==> config.mk <==
export PLATFORM = sky130hd
export DESIGN_NAME = piso_shift_tx
export DESIGN_NICKNAME = d
export VERILOG_FILES = /design/src/rtl/piso_shift_tx.sv
export SDC_FILE = /design/constraint.sdc
export NUM_CORES = 1
export LEC_CHECK = 0
export BUFFER_PORTS_ARGS = -buffer_cell sky130_fd_sc_hd__buf_2
export CAP_MARGIN = 10
export CORE_AREA = 8 8 48 50
export CTS_CLUSTER_DIAMETER = 80
export DETAILED_ROUTE_END_ITERATION = 10
export DIE_AREA = 0 0 56 58
export PLACE_DENSITY = 0.7
export SYNTH_ARGS = -nofsm -noshare
export SYNTH_HDL_FRONTEND = slang
export SYNTH_SLANG_ARGS = --single-unit
==> constraint.sdc <==
create_clock -name clk -period 1.7 [get_ports clk]
set_clock_uncertainty 0.05 [all_clocks]
set_input_delay 0.17 -clock clk [delete_from_list [all_inputs] [get_ports clk]]
set_output_delay 0.17 -clock clk [all_outputs]
set_load 0.02 [all_outputs]
==> src/rtl/piso_shift_tx.sv <==
// piso_shift_tx: parallel-in serial-out transmitter.
// A word is taken over a valid/ready handshake and shifted out one bit per
// accepted beat (sout_valid && sout_ready). A new word may be loaded on the
// final beat of the current one, so consecutive words leave with no idle gap.
module piso_shift_tx #(
  parameter int WIDTH     = 8,
  parameter bit MSB_FIRST = 1'b1
) (
  input  logic             clk,
  input  logic             rst,
  input  logic             load_valid,
  output logic             load_ready,
  input  logic [WIDTH-1:0] load_data,
  output logic             sout,
  output logic             sout_valid,
  input  logic             sout_ready,
  output logic             sout_last,
  output logic             busy
);

  localparam int CW = (WIDTH > 1) ? $clog2(WIDTH) : 1;
  localparam logic [CW-1:0] LAST = CW'(WIDTH - 1);

  typedef enum logic {IDLE, SHIFT} state_e;

  state_e           state_q;
  logic [WIDTH-1:0] shreg_q;
  logic [WIDTH-1:0] shreg_d;
  logic [CW-1:0]    cnt_q;
  logic [CW-1:0]    cnt_d;
  logic             beat;
  logic             load;

  // Outputs are decoded from registered state only; load_valid/load_data
  // never reach an output combinationally.
  assign sout_valid = (state_q == SHIFT);
  assign busy       = sout_valid;
  assign sout_last  = sout_valid && (cnt_q == LAST);
  assign sout       = sout_valid && (MSB_FIRST ? shreg_q[WIDTH-1] : shreg_q[0]);

  // Idle accepts whenever out of reset; in SHIFT only the final beat frees
  // the register, which is what makes back-to-back words gapless.
  assign load_ready = (state_q == IDLE) ? rst : (sout_last && sout_ready);

  assign beat = sout_valid && sout_ready;
  assign load = load_valid && load_ready;

  // Shift toward the output end so the current bit always sits at the edge.
  always_comb begin
    shreg_d = MSB_FIRST ? {shreg_q[WIDTH-2:0], 1'b0} : {1'b0, shreg_q[WIDTH-1:1]};
    cnt_d   = cnt_q + CW'(1);
  end

  // FSM: IDLE waits for a word, SHIFT sends it; a load wins over the final beat.
  always_ff @(posedge clk or negedge rst) begin
    if (!rst) begin
      state_q <= IDLE;
      shreg_q <= '0;
      cnt_q   <= '0;
    end else if (load) begin
      state_q <= SHIFT;
      shreg_q <= load_data;
      cnt_q   <= '0;
    end else if (beat) begin
      shreg_q <= shreg_d;
      if (sout_last) begin
        state_q <= IDLE;
        cnt_q   <= '0;
      end else begin
        cnt_q   <= cnt_d;
      end
    end
  end

endmodule

* Yosys cells after proc, flatten, opt, wreduce, memory -nomap -nowiden
Index checks and enable logic that the tools add are counted.
** Word-level totals
- Output and inout bits :: 5
- Bits of input ports :: 12
- Bits in registers :: 12
- Word-level logic and storage cells :: 22
** Operators by class
- Add/sub/neg operators :: 1
- Equal/unequal tests :: 1
- Mux-type cells :: 9
- Reduce and logical (&&, ||, !) cells :: 8
** Operator list (count)
- $mux 8 :: 2
- $mux 3 :: 3
- $logic_and 1x1->1 :: 5
- $mux 1 :: 4
- $reduce_bool 2->1 :: 2
- $add 3x1->3 const B :: 1
- $eq 3x3->1 const B :: 1
- $reduce_and 2->1 :: 1

* Logic depth before layout (Yosys ltp)
- Depth in word-level cells :: 7
- Depth in mapped cells :: 6

* Worst setup path after synthesis
Ideal clock, no wire load.
- Path type :: reg-to-reg
- Start point :: register cnt_q[0]
- End point :: register shreg_q[1]
- Period minus slack after synthesis :: 1628 ps
- Setup time :: 125 ps
- Buffers on the path :: 1
- Arrival time :: 1453 ps
- Cell stages (with the launch flop) :: 7
- Slack :: 72 ps
- Path through :: dfrtp_1 -> ha_1 -> ha_1 -> nand3_1 -> a21bo_1 -> buf_6 -> mux2_4
** On the way
- Cells in the longest elaborated chain, start to end :: 6
- Elaborated cells between the ends (all ways) :: 7
- Those cells by class :: 1 x eq/ne; 2 x mux; 4 x reduce/logical
** RTL lines
- start: declaration :: RTL line 29 : logic [CW-1:0] cnt_q;
- start signal: assignment :: RTL line 70 : cnt_q <= cnt_d;
- $eq 3x3->1 * :: RTL line 38 : assign sout_last = sout_valid && (cnt_q == LAST);
- $logic_and 1x1->1 * :: RTL line 38
- $logic_and 1x1->1 * :: RTL line 43 : assign load_ready = (state_q == IDLE) ? rst : (sout_last && sout_ready);
- $mux 1 * :: RTL line 43
- $logic_and 1x1->1 * :: RTL line 46 : assign load = load_valid && load_ready;
- $mux 8 or $reduce_bool 2->1 (tied branches)
- end signal: assignment :: RTL line 62 : shreg_q <= load_data;
- end signal: assignment :: RTL line 65 : shreg_q <= shreg_d;
- end: declaration :: RTL line 27 : logic [WIDTH-1:0] shreg_q;
Mark *: on every way between the ends. The rest lies on a longest branch, timed or not.
A chain may end at the register's enable or synchronous reset.

* Worst setup path in the final report
- Start point :: register cnt_q[1]
- End point :: output sout_last
** On the way
- Cells in the longest elaborated chain, start to end :: 2
** RTL lines
- $eq 3x3->1 :: RTL line 38
- $logic_and 1x1->1 :: RTL line 38
- end: declaration :: RTL line 17 : output logic sout_last,
Every way passes these cells.

==> key figures <==
STA
  – Count of final hold-check violations: 0
  – Final setup violation count: 0
  – Final WS setup: slightly above 0.06 ns
  – Setup_tns: 0 ns
  – Fin Hold WS: roughly 0.055 ns
  – F_max: 610 MHz
  – RSZ-0062 raised after global routing: no
  – Slew headroom: between 80% and 90%
  – Final slew viol count: 0
  – Min Clock Period, post-route: between 1.5 and 2 ns
  – Tcrit/Tclk final: between 90% and 100%
  – Worst-margin pin slew: about 0.24 ns

Routing
  – WL per Instance: 13.3 um
  – DRC: 0
  – Vias: between 400 and 500
  – DR pass1 iterations: 4
  – Antenna Nets Post-Route: 0
  – Final wirelength: between 1000 and 1500 um
  – Via density per instance: roughly 4.9
  – Initial DRC Count: 5

Power
  – Combinational Power Share: 47.4%
  – VDD IR max: around 540 uV
  – Overall power: 1.36 mW
  – P per Cell Area: approximately 1600 mW/mm2
  – Internal power: approximately 0.95 mW
  – Clk pwr share: between 10% and 20%
  – Sw frac: 30.1%
  – Switching power: a little over 0.4 mW
  – Flop pwr share: 36.0%
  – P_leak: 0.465 nW

Logic synthesis
  – Top_reg_cell synth: dfrtp_1
  – Share of the synthesized area in the top cell type: approximately 45%
  – Seq/Total Area, Yosys: between 40 and 50%
  – Register bit count reported by yosys: 12
  – Synth warnings: 0
  – Largest cells by area after synthesis: dfrtp_1, mux2_4, mux2_2
  – Syn_nets: 64
  – Post-synth ARST share: 100%
  – Yosys top cell by area: dfrtp_1
  – Yosys cell types: 18
  – EDFF count, synth: 0
  – Commonest cells in the netlist: dfrtp_1, mux2_4, nand2_1, mux2_2
  – Post-Synthesis Cells: 50
  – Synth Area per Inst: 13.5 um2
  – Count leader, synth: dfrtp_1
  – Post-Syn Area: 673 um2

Global route
  – Vias in the first global route: between 400 and 500
  – Largest net degree at the start of global routing: 13
  – GRT Max-Usage Layer: met2
  – M1 GR Usage: approximately a tenth
  – Met3 Use GR: under 10%
  – First-pass GRT wire length: roughly 2100 um
  – Grt total ovfl: 0
  – Tot GR Track Use: 8.15%
  – Met2 usage: a little under an eighth
  – Initial antenna violation count: 0

Placement
  – Port Buffers: 16
  – Post-Place Worst Slack: between 0.02 and 0.025 ns
  – Inst Count DP: 85
  – Placement Cell Area: ~780 um2
  – Hpwl dp: between 900 and 1000 um
  – RePlAce Congestion: ~0.74

CTS
  – H-tree lvl count: 1
  – CTS buffer count: 3
  – CTS max path bufs: 2
  – Worst skew pair latency: 0.28 ns
  – Sink Count: 12
  – Clk pin slew, worst setup/hold paths: ~0.07 ns
  – Root Buffer Master: clkbuf_4
  – CTS tree: done

Floorplanning
  – I/O pin total: 17
  – Die outline height: about 58 um
  – DIE AREA: about 0.0032 mm2
  – Die width: roughly 56 um
  – Core area: 0.00161 mm2
  – Starting Density: 41.7%
  – Rows: 15

Final layout
  – Area Growth Syn to Fin: 27.5%
  – # nets final: 90
  – Cell Count, Final, Fillers Out: 92
  – Final Cell Area: about 860 um2
  – N_diodes: 0
  – Fin util: around 53%
  – Share of cells above drive strength 1: about two thirds

Hold path
  – Hold WC Path Type: in2reg

Run status
  – Status: finished clean

Setup path
  – Critical path data arrival time: 1.42 ns
  – Worst setup SP type: register
  – CP Max Fanout: 4
  – Crit path kind: reg2out
  – Worst Path Required: 1.48 ns
  – CP Capture Type: output port

Job
  – MaxCap Viol Count: 0
cells by family (layout without fill, tap and decap cells):
logic type | after synthesis | in the layout | synth area share, %
multiplexers | 16 | 16 | 32.0
flip-flops | 12 | 12 | 44.6
AND/OR/NAND/NOR | 12 | 12 | 9.85
AO/OA/AOI/OAI | 4 | 4 | 4.83
buffers and inverters | 4 | 29 | 5.02
adder cells (fa/ha/maj) | 2 | 2 | 3.72
power groups by stage:
stage,registers (mW),logic [mW],clock network [mW]
after floorplan,0.488,0.484,0
after global placement,0.495,0.582,0
after detailed placement,0.500,0.591,0
after CTS,0.492,0.621,0.236
after global routing,0.505,0.711,0.248
final,0.490,0.645,0.226
state kept, by name (all words and copies together) (netlist names):
| register | count |
|---|---|
| cnt_q | 3 |
| shreg_q | 8 |
| busy | 1 |
final timing paths:
kind,start,to,slack [ns],depth (start not counted)
setup / recovery,cnt_q[1]$_DFFE_PN0P_,sout_last,0.06,5
hold / removal,load_valid,cnt_q[1]$_DFFE_PN0P_,0.05,2
setup reg to reg,cnt_q[1]$_DFFE_PN0P_,shreg_q[2]$_DFFE_PN0P_,0.08,6
hold reg to reg,shreg_q[0]$_DFFE_PN0P_,shreg_q[0]$_DFFE_PN0P_,0.48,2
max in group asynchronous,rst,shreg_q[2]$_DFFE_PN0P_,1.13,3
min in group asynchronous,rst,shreg_q[1]$_DFFE_PN0P_,0.31,3
area by class of cell:
type | count | area (um2)
Fill cell | 145 | 756
Multi-Input combinational cell | 34 | 344
Timing Repair Buffer | 24 | 153
Sequential cell | 12 | 300
Tap cell | 17 | 21.3
Clock buffer | 4 | 36.3
Inverter | 1 | 3.75
placed cells by master, fill, tap and decap left out, types with 2 or more instances in the layout:
cell type	n
buf_2	15
dfrtp_1	12
mux2_4	10
buf_4	6
nand2_1	5
mux2_2	4
clkbuf_4	3
and2_2	2
a31o_2	2
mux2i_1	2
ha_2	2
buf_6	2
routing by layer:
metal | up-vias | wire (um)
met5 | - | 0
met4 | 0 | 27
met3 | 2 | 80
met2 | 18 | 581
met1 | 205 | 536
li1 | 225 | -
what timing repair did:
| item | 4_1_cts | 5_1_grt |
|---|---|---|
| setup endpoints to repair | 1 | 1 |
| endpoints found under the hold margin | 12 | 0 |
| buffers inserted | 1 | 1 |
| gates cloned | 0 | 0 |
| pin swaps | 0 | 1 |
| hold buffers | 1 | 0 |
| gates resized for setup | 3 | 2 |
worst max-delay path, cell delays in order, from the launching register on:
cell,delay [ns]
dfrtp_1,0.38
ha_2,0.19
ha_2,0.17
buf_6,0.12
and2_2,0.16
buf_6,0.13
No activity file was read; power rests on OpenSTA's default activity.
